## config.mk

```make
export PLATFORM = sky130hd
export DESIGN_NAME = vga_sync_decoder
export DESIGN_NICKNAME = d
export VERILOG_FILES = /design/src/rtl/vga_timing_pkg.sv /design/src/rtl/vga_sync_counter.sv /design/src/rtl/vga_sync_decoder.sv
export SDC_FILE = /design/constraint.sdc
export NUM_CORES = 1
export LEC_CHECK = 0
export CAP_MARGIN = 5
export CORE_MARGIN = 4
export CORE_UTILIZATION = 25
export DETAILED_ROUTE_END_ITERATION = 16
export PLACE_DENSITY = 0.55
export SLEW_MARGIN = 30
export SYNTH_ARGS = -nofsm -noshare
export SYNTH_HDL_FRONTEND = slang
export SYNTH_HIERARCHICAL = 1
export SYNTH_SLANG_ARGS = --single-unit
```

## constraint.sdc

```tcl
create_clock -name clkgen -period 2.97 [get_ports clkgen]
set_input_delay 0.297 -clock clkgen [delete_from_list [all_inputs] [get_ports clkgen]]
set_output_delay 0.297 -clock clkgen [all_outputs]
set_load 0.03 [all_outputs]
```

## src/rtl/vga_timing_pkg.sv

```systemverilog
// Timing constants shared with the VGA timing generator, plus the
// sync-decoder FSM encoding and counter saturation limits.
package vga_timing_pkg;

  localparam int DEF_H_TOTAL     = 1904;
  localparam int DEF_H_ACT_START = 384;
  localparam int DEF_H_ACT_END   = 1823;
  localparam int DEF_V_TOTAL     = 932;
  localparam int DEF_V_ACT_START = 31;
  localparam int DEF_V_ACT_END   = 930;

  localparam logic [10:0] H_CNT_MAX = 11'd2047;
  localparam logic [9:0]  V_CNT_MAX = 10'd1023;

  typedef enum logic [1:0] {
    SEARCH  = 2'd0,
    MEASURE = 2'd1,
    LOCKED  = 2'd2
  } sync_state_t;

endpackage

```

## src/rtl/vga_sync_counter.sv

```systemverilog
// Sync edge detection and saturating h/v position counters, driven by the
// already-registered stage-1 sync levels.
module vga_sync_counter
  import vga_timing_pkg::*;
(
  input  logic        clk,
  input  logic        rst,
  input  logic        hsync_s1,
  input  logic        vsync_s1,
  output logic        hs_fall,
  output logic        vs_rise,
  output logic [10:0] h_cnt,
  output logic [9:0]  v_cnt,
  output logic [10:0] h_prev,
  output logic [9:0]  v_prev
);

  logic hsync_d;
  logic vsync_d;

  // h_prev/v_prev carry last cycle's position so the count itself can be
  // decoded in the same cycle as the edge.
  always_ff @(posedge clk or posedge rst) begin
    if (rst) begin
      hsync_d <= 1'b0;
      vsync_d <= 1'b0;
      h_prev  <= 11'd0;
      v_prev  <= 10'd0;
    end else begin
      hsync_d <= hsync_s1;
      vsync_d <= vsync_s1;
      h_prev  <= h_cnt;
      v_prev  <= v_cnt;
    end
  end

  always_comb begin
    hs_fall = hsync_d & ~hsync_s1;
    vs_rise = vsync_s1 & ~vsync_d;

    if (hs_fall) begin
      h_cnt = 11'd0;
    end else if (h_prev == H_CNT_MAX) begin
      h_cnt = H_CNT_MAX;
    end else begin
      h_cnt = h_prev + 11'd1;
    end

    if (hs_fall && vs_rise) begin
      v_cnt = 10'd0;
    end else if (hs_fall) begin
      v_cnt = (v_prev == V_CNT_MAX) ? V_CNT_MAX : v_prev + 10'd1;
    end else begin
      v_cnt = v_prev;
    end
  end

endmodule

```

## src/rtl/vga_sync_decoder.sv

```systemverilog
// VGA sync decoder: locks onto incoming hsync/vsync timing, flags timing
// violations and emits active-area pixels with their coordinates.
module vga_sync_decoder #(
  parameter int H_TOTAL     = vga_timing_pkg::DEF_H_TOTAL,
  parameter int H_ACT_START = vga_timing_pkg::DEF_H_ACT_START,
  parameter int H_ACT_END   = vga_timing_pkg::DEF_H_ACT_END,
  parameter int V_TOTAL     = vga_timing_pkg::DEF_V_TOTAL,
  parameter int V_ACT_START = vga_timing_pkg::DEF_V_ACT_START,
  parameter int V_ACT_END   = vga_timing_pkg::DEF_V_ACT_END
) (
  input  logic        clkgen,
  input  logic        rst,
  input  logic        hsync,
  input  logic        vsync,
  input  logic [3:0]  pix_r,
  input  logic [3:0]  pix_g,
  input  logic [3:0]  pix_b,
  output logic [3:0]  out_r,
  output logic [3:0]  out_g,
  output logic [3:0]  out_b,
  output logic [10:0] out_x,
  output logic [9:0]  out_y,
  output logic        pix_valid,
  output logic        locked,
  output logic        sync_err,
  output logic [7:0]  err_count
);
  import vga_timing_pkg::*;

  localparam logic [10:0] H_LAST = 11'(H_TOTAL - 1);
  localparam logic [10:0] H_LO   = 11'(H_ACT_START);
  localparam logic [10:0] H_HI   = 11'(H_ACT_END);
  localparam logic [9:0]  V_LAST = 10'(V_TOTAL - 1);
  localparam logic [9:0]  V_LO   = 10'(V_ACT_START);
  localparam logic [9:0]  V_HI   = 10'(V_ACT_END);

  logic        hsync_s1;
  logic        vsync_s1;
  logic [3:0]  r_s1;
  logic [3:0]  g_s1;
  logic [3:0]  b_s1;

  logic        hs_fall;
  logic        vs_rise;
  logic [10:0] h_cnt;
  logic [9:0]  v_cnt;
  logic [10:0] h_prev;
  logic [9:0]  v_prev;

  sync_state_t state;
  sync_state_t state_next;
  logic        meas_bad;
  logic        meas_bad_next;
  logic        timing_bad;
  logic        frame_start;
  logic        viol;
  logic        active;

  // hsync idles high, so its stage-1 copy resets high to avoid a false edge.
  always_ff @(posedge clkgen or posedge rst) begin
    if (rst) begin
      hsync_s1 <= 1'b1;
      vsync_s1 <= 1'b0;
      r_s1     <= 4'd0;
      g_s1     <= 4'd0;
      b_s1     <= 4'd0;
    end else begin
      hsync_s1 <= hsync;
      vsync_s1 <= vsync;
      r_s1     <= pix_r;
      g_s1     <= pix_g;
      b_s1     <= pix_b;
    end
  end

  vga_sync_counter u_counter (
    .clk      (clkgen),
    .rst      (rst),
    .hsync_s1 (hsync_s1),
    .vsync_s1 (vsync_s1),
    .hs_fall  (hs_fall),
    .vs_rise  (vs_rise),
    .h_cnt    (h_cnt),
    .v_cnt    (v_cnt),
    .h_prev   (h_prev),
    .v_prev   (v_prev)
  );

  always_comb begin
    timing_bad = 1'b0;
    if (hs_fall && (h_prev != H_LAST)) begin
      timing_bad = 1'b1;
    end
    if (vs_rise && !hs_fall) begin
      timing_bad = 1'b1;
    end
    if (vs_rise && (v_prev != V_LAST)) begin
      timing_bad = 1'b1;
    end
    // Flag the lost-hsync condition once, on the cycle the counter pins.
    if ((h_cnt == H_CNT_MAX) && (h_prev != H_CNT_MAX)) begin
      timing_bad = 1'b1;
    end
  end

  assign frame_start = vs_rise & hs_fall;
  assign viol        = timing_bad & (state != SEARCH);
  assign active      = (state == LOCKED) &&
                       (h_cnt >= H_LO) && (h_cnt <= H_HI) &&
                       (v_cnt >= V_LO) && (v_cnt <= V_HI);

  always_comb begin
    state_next    = state;
    meas_bad_next = meas_bad;
    case (state)
      SEARCH: begin
        if (frame_start) begin
          state_next    = MEASURE;
          meas_bad_next = 1'b0;
        end else begin
          state_next    = SEARCH;
        end
      end
      MEASURE: begin
        // A frame boundary either promotes a clean frame or starts a new
        // measurement window.
        if (frame_start) begin
          state_next    = (meas_bad || timing_bad) ? MEASURE : LOCKED;
          meas_bad_next = 1'b0;
        end else if (timing_bad) begin
          meas_bad_next = 1'b1;
        end else begin
          meas_bad_next = meas_bad;
        end
      end
      LOCKED: begin
        if (timing_bad) begin
          state_next = SEARCH;
        end else begin
          state_next = LOCKED;
        end
      end
      default: begin
        state_next    = SEARCH;
        meas_bad_next = 1'b0;
      end
    endcase
  end

  always_ff @(posedge clkgen or posedge rst) begin
    if (rst) begin
      state     <= SEARCH;
      meas_bad  <= 1'b0;
      locked    <= 1'b0;
      sync_err  <= 1'b0;
      err_count <= 8'd0;
    end else begin
      state    <= state_next;
      meas_bad <= meas_bad_next;
      locked   <= (state_next == LOCKED);
      sync_err <= viol;
      if (viol && (err_count != 8'hFF)) begin
        err_count <= err_count + 8'd1;
      end
    end
  end

  // Coordinates and colour only move on active pixels; otherwise they hold.
  always_ff @(posedge clkgen or posedge rst) begin
    if (rst) begin
      pix_valid <= 1'b0;
      out_x     <= 11'd0;
      out_y     <= 10'd0;
      out_r     <= 4'd0;
      out_g     <= 4'd0;
      out_b     <= 4'd0;
    end else begin
      pix_valid <= active;
      if (active) begin
        out_x <= h_cnt - H_LO;
        out_y <= v_cnt - V_LO;
        out_r <= r_s1;
        out_g <= g_s1;
        out_b <= b_s1;
      end
    end
  end

endmodule
```

## Yosys cells after proc, flatten, opt, wreduce, memory -nomap -nowiden

Index checks and enable logic that the tools add are counted.

- Bits in registers: 84
- Bits of input ports: 16

- $add $sub $neg: 5
- Magnitude comparators: 4
- Equal/unequal tests: 12
- Mux-type cells: 18
- Bitwise operators: 7
- Reduce and logical (&&, ||, !) cells: 15

Operators by type and width:

| operator | number |
|---|---|
| two-way mux 10 bit | 3 |
| == test 11 bit, second input constant | 2 |
| two-way mux 11 bit | 2 |
| inequality test 11 bit, second input constant | 2 |
| adder 11 x 1 -> 11 bit, second input constant | 1 |
| greater-or-equal comparator 11 x 9 -> 1 bit, second input constant | 1 |
| <= comparator 11 bit, second input constant | 1 |
| subtractor 11 x 9 -> 11 bit, second input constant | 1 |
| adder 10 x 1 -> 10 bit, second input constant | 1 |
| == test 10 bit, second input constant | 1 |
| greater-or-equal comparator 10 x 5 -> 1 bit, second input constant | 1 |
| <= comparator 10 bit, second input constant | 1 |
| logical AND 1 bit | 10 |
| inequality test 10 bit, second input constant | 1 |
| subtractor 10 x 5 -> 10 bit, second input constant | 1 |
| adder 8 x 1 -> 8 bit, second input constant | 1 |
| two-way mux 1 bit | 8 |
| inequality test 8 bit, second input constant | 1 |
| two-way mux 2 bit | 3 |
| case mux 2 bit (3 select lines) | 1 |
| AND 1 bit | 4 |
| == test 2 bit, second input constant | 2 |
| inequality test 3 bit, second input constant | 1 |
| NOT 1 bit | 3 |
| 8 further kinds | 8 |

## Logic depth before layout (Yosys ltp)

- Depth after elaboration: 12
- Mapped depth: 13
- Mapped depth without buffers: 11

## Hierarchy

Netlist, hierarchy kept.

By module, submodules not included:

| module | instances | cells an instance | area each (um^2) | sequential area each (um^2) |
|---|---|---|---|---|
| vga_sync_decoder | 1 | 204 | 2778.9 | 1527.7 |
| vga_sync_counter | 1 | 110 | 1166.1 | 575.6 |

## Worst setup path before layout

No wires, ideal clock.

- Kind: flip-flop to flip-flop
- Start point: register u_counter.h_prev[0]
- End point: register out_b[0]
- Setup time: 0.125 ns
- Arrival time: 2.776 ns
- Path slack: 0.069 ns
- Cell stages (with the launch flop): 14
- Buffers on the path: 2
- Period minus slack after synthesis: 2.901 ns
- Cell sequence: dfrtp_1 -> ha_1 -> and4_1 -> nand4_1 -> xor2_1 -> o21ai_0 -> ha_1 -> or3_1 -> a31oi_1 -> a211oi_1 -> o221a_2 -> buf_6 -> buf_12 -> mux2_4

- Longest elaborated chain between the ends: 8
- Elaborated cells on any way between the ends: 10
- Those cells by class: add/sub (1); order compare (2); eq/ne (1); mux (2); reduce/logical (4)

Ends and longest elaborated chain:

| what | RTL line | RTL |
|---|---|---|
| from (decl) | vga_sync_counter.sv:14 | `output logic [10:0] h_prev,` |
| from (signal assigned) | vga_sync_counter.sv:32 | `h_prev <= h_cnt;` |
| adder 11 x 1 -> 11 bit / == test 11 bit (equally long branches) | vga_sync_counter.sv:46, vga_sync_counter.sv:43 |  |
| two-way mux 11 bit (*) | vga_sync_counter.sv:43 | `end else if (h_prev == H_CNT_MAX) begin` |
| two-way mux 11 bit (*) | vga_sync_counter.sv:41 | `if (hs_fall) begin` |
| via h_cnt[8] | vga_sync_decoder.sv:45 | `logic [10:0] h_cnt;` |
| greater-or-equal comparator 11 x 9 -> 1 bit | vga_sync_decoder.sv:109 | `(h_cnt >= H_LO) && (h_cnt <= H_HI) &&` |
| logical AND 1 bit | vga_sync_decoder.sv:108 | `assign active = (state == LOCKED) &&` |
| logical AND 1 bit (*) (2 in series) | vga_sync_decoder.sv:109 |  |
| logical AND 1 bit (*) | vga_sync_decoder.sv:110 | `(v_cnt >= V_LO) && (v_cnt <= V_HI);` |
| to (signal assigned) | vga_sync_decoder.sv:184 | `out_b <= b_s1;` |
| to (decl) | vga_sync_decoder.sv:20 | `output logic [3:0] out_b,` |

The timed path passes the listed nets; every way through them passes the cells marked *.
A chain may end at the register's enable or synchronous reset.

## Final worst setup path

- Start point: register u_counter.h_prev[4]
- End point: register out_y[8]

- Longest elaborated chain between the ends: 8
- Elaborated cells on any way between the ends: 10
- Those cells by class: add/sub (1); order compare (2); eq/ne (1); mux (2); reduce/logical (4)

Ends and longest elaborated chain:

| what | RTL line | RTL |
|---|---|---|
| == test 11 bit (*) | vga_sync_counter.sv:43 |  |
| two-way mux 11 bit (*) | vga_sync_counter.sv:43 |  |
| two-way mux 11 bit (*) | vga_sync_counter.sv:41 |  |
| via h_cnt[3] | vga_sync_decoder.sv:45 |  |
| greater-or-equal comparator 11 x 9 -> 1 bit | vga_sync_decoder.sv:109 |  |
| logical AND 1 bit | vga_sync_decoder.sv:108 |  |
| logical AND 1 bit (*) (2 in series) | vga_sync_decoder.sv:109 |  |
| logical AND 1 bit (*) | vga_sync_decoder.sv:110 |  |
| to (signal assigned) | vga_sync_decoder.sv:181 | `out_y <= v_cnt - V_LO;` |
| to (decl) | vga_sync_decoder.sv:22 | `output logic [9:0] out_y,` |

Marks and branches as above.

==> qor.csv <==
metric,value,unit
gp_congestion,0.8537,
cp-start-kind,register,
min_path_type,input pin to async pin,
synth.distinct_cells,52,
clk_pin_slew,0.06,ns
relSlewSlack,0.5527,
clock-sinks,84,
critical_path_class,register to register,
dpl_cell_area,5042,um^2
critical_path.cell_chain,inv_1 -> nor4_4 -> nand3_4 -> o21ai_0 -> and4_4 -> nand4_1 -> a211oi_2 -> o221a_4 -> clkbuf_16 -> mux2_4,
cp_max_fo,9,
grt_max_degree,34,
dp_slack,0.04572,ns
status,"complete, no violations",
antenna_left,0,
critPathMaxStageDelay,0.42,ns
nNetsFinal,445,
num_vias,2783,
worst_setup_path_end_kind,register,
ys_ff_latch,84,
postLayoutCellArea,5565,um^2
drt_first_iter_violations,92,
cts_made_buffers,9,
holdWs,0.3797,ns
fin_ws,0.09194,ns
cts_max_level,3,
first_global_vias,2852,
vdd_ir_drop_max,0.2540,mV
viasPerCell,4.362,
min_period,2.878,ns
fin_util,0.3634,
cts_buffer_depth,2,
synth_fp_nets,337,
finalCritPeriodShare,0.9690,
synthCells,314,
grt_usage,0.1050,
dieArea,17850,um^2
arrival,3.10,ns
grt_overflow_total,0,
setup_viol_count_final,0,
multiInputGateArea,1782,um^2
start_util,0.2576,
dp_hpwl,6493,um
yosys_warnings,6,
synth_edf_count,0,
cts_root_buf,clkbuf_16,
final_layout_size_suffix_gt1_frac,0.2974,
synth_flop_cell,dfrtp_1,
io_pins,60,
drc,0,
synth_seq_area_share,0.5331,
die_x,133.6,um
first_pass_iters,4,
area_growth,41.07,%
io_buffer_count,59,
antenna_found_initial,0,
p_per_area,580.3,nW/um^2
grt_pass1_wl,14810,um
nFillCells,1512,
critPathSlowestCell,dfrtp_1,
slew_violations,0,
drv_cap,0,
synth-async-reset-ratio,1.000,
cts_tree,yes,
max_freq,0.3475,GHz
worst_pin_slew,0.6700,ns
regArea,2105,um^2
leakage,2.403,nW
core_area,15310,um^2
clk_latency,0.34,ns
rsz0062_at_grt,yes,
fin_skew,0.006576,ns
die_height,133.6,um
finalWirelength,9248,um
post_drt_wl_per_cell,14.50,um
diodes,0,
synth_area,3945,um^2
setup-tns-final,0,ns
hold_viol,0,
avgSynthCellArea,12.56,um^2
crit_required,3.19,ns
row_count,45,
ctsHoldBuffers,0,
## per-stage QoR
step | instances | power (mW)
2_1_floorplan | 314 | 1.706
3_3_place_gp | 615 | 1.986
3_5_place_dp | 615 | 1.994
4_1_cts | 631 | 3.245
5_1_grt | 638 | 3.404
6_report | 638 | 3.230
## per-layer routing
layer / routed length [um] / GRT usage / vias up
met5: 0 / 0 / -
met4: 143 / 0.04629 / 0
li1: - / - / 1363
met1: 4323 / 0.1388 / 1348
met2: 4201 / 0.1574 / 62
met3: 580 / 0.03399 / 10
## synth_stat cells, types with 3 or more instances
| library cell | instances | area, um^2 |
|---|---|---|
| xnor2_1 | 14 | 122.6 |
| mux2_4 | 27 | 405.4 |
| nor3_1 | 7 | 35.03 |
| buf_12 | 3 | 60.06 |
| a21oi_1 | 10 | 50.05 |
| buf_2 | 3 | 15.01 |
| nand2b_1 | 5 | 31.28 |
| dfrtp_1 | 83 | 2077 |
| o211ai_1 | 4 | 30.03 |
| nand3_1 | 11 | 55.05 |
| xor2_1 | 11 | 96.34 |
| a31oi_1 | 3 | 18.77 |
| nor4_1 | 4 | 25.02 |
| and2_1 | 3 | 18.77 |
| nor2_1 | 14 | 52.55 |
| nand2_1 | 16 | 60.06 |
| o21ai_0 | 10 | 50.05 |
| nand4_1 | 12 | 75.07 |
| mux2i_1 | 4 | 40.04 |
| mux2_2 | 7 | 78.83 |
| a211oi_1 | 3 | 22.52 |
| inv_1 | 12 | 45.04 |
| ha_1 | 7 | 87.58 |
## layout make-up
class | instances | area share
flip-flops and latches | 84 | 0.3781
multi-input cells | 207 | 0.3201
repair buffers | 107 | 0.1859
well taps | 211 | 0.04744
clock buffers | 13 | 0.04676
clock inverters | 3 | 0.01237
inverters | 13 | 0.009218
## path summary, 6_finish.rpt
kind | from | end | slack, ns | cells after the start
setup / recovery | u_counter/h_prev[4] | out_y[8] | 0.09 | 10
hold / removal | rst | u_counter/hsync_d | 0.38 | 2
setup reg to reg | u_counter/h_prev[4] | out_y[8] | 0.09 | 10
hold reg to reg | vsync_s1 | u_counter/vsync_d | 0.39 | 0
max in group asynchronous | rst | out_b[1] | 1.94 | 3
min in group clkgen | hsync | hsync_s1 | 0.38 | 1
## worst max-delay path: cells and delay by family (launching register included)
family	cells	cell delay [ns]
buffers and inverters	2	0.36
muxes	1	0.30
AOI/OAI and AO/OA	3	0.72
and+or+nand+nor	4	0.95
DFF	1	0.42
## cells in the final DEF, fill, tap and decap left out, types with 3 or more instances in the layout
cell type         n
mux2_2            7
xor2_1           11
nor4_1            3
o21ai_0           4
o21ai_2           4
ha_1              5
nor2_1           14
dfrtp_1          82
mux2i_1           4
mux2_4           27
xnor2_1          14
buf_12            3
inv_1            10
clkbuf_16        11
nand2_1          16
nand3_1          11
nor3_1            4
a21oi_1           8
nor3_2            3
o21ai_1           3
nand4_1          12
nand2b_1          5
clkdlybuf4s50_1  59
o211ai_1          4
and4_4            3
and2_1            3
buf_4            41
a31oi_1           3
## cells by family (layout without fill, tap and decap cells)
group,Yosys count,in the layout,synth area share
simple gates,92,92,0.1418
flops,84,84,0.5331
compound gates,45,45,0.07612
mux,38,38,0.1329
xor+xnor,25,25,0.05550
buf+inv,23,136,0.03837
fa+ha+maj,7,7,0.02220
## flip-flops by register name, summed over array words and instances (netlist names), 2 cells and up
signal and count:
out_x 11, r_s1 4, b_s1 4, u_counter/v_prev 10
out_r 4, err_count 8, state 2, g_s1 4
out_g 4, out_b 4, out_y 10, u_counter/h_prev 11
## power by group
part | total [mW] | switching (mW) | internal, mW
registers | 1.35 | 0.110 | 1.24
logic | 0.656 | 0.339 | 0.316
clock network | 1.22 | 0.438 | 0.785
## timing repair
| action | CTS | global route |
|---|---|---|
| endpoints found under the setup margin | 0 | 36 |
| buffers inserted | 0 | 5 |
| endpoints found under the hold margin | 0 | 0 |
| gates resized for setup | 0 | 30 |
No activity file was read; power rests on OpenSTA's default activity.
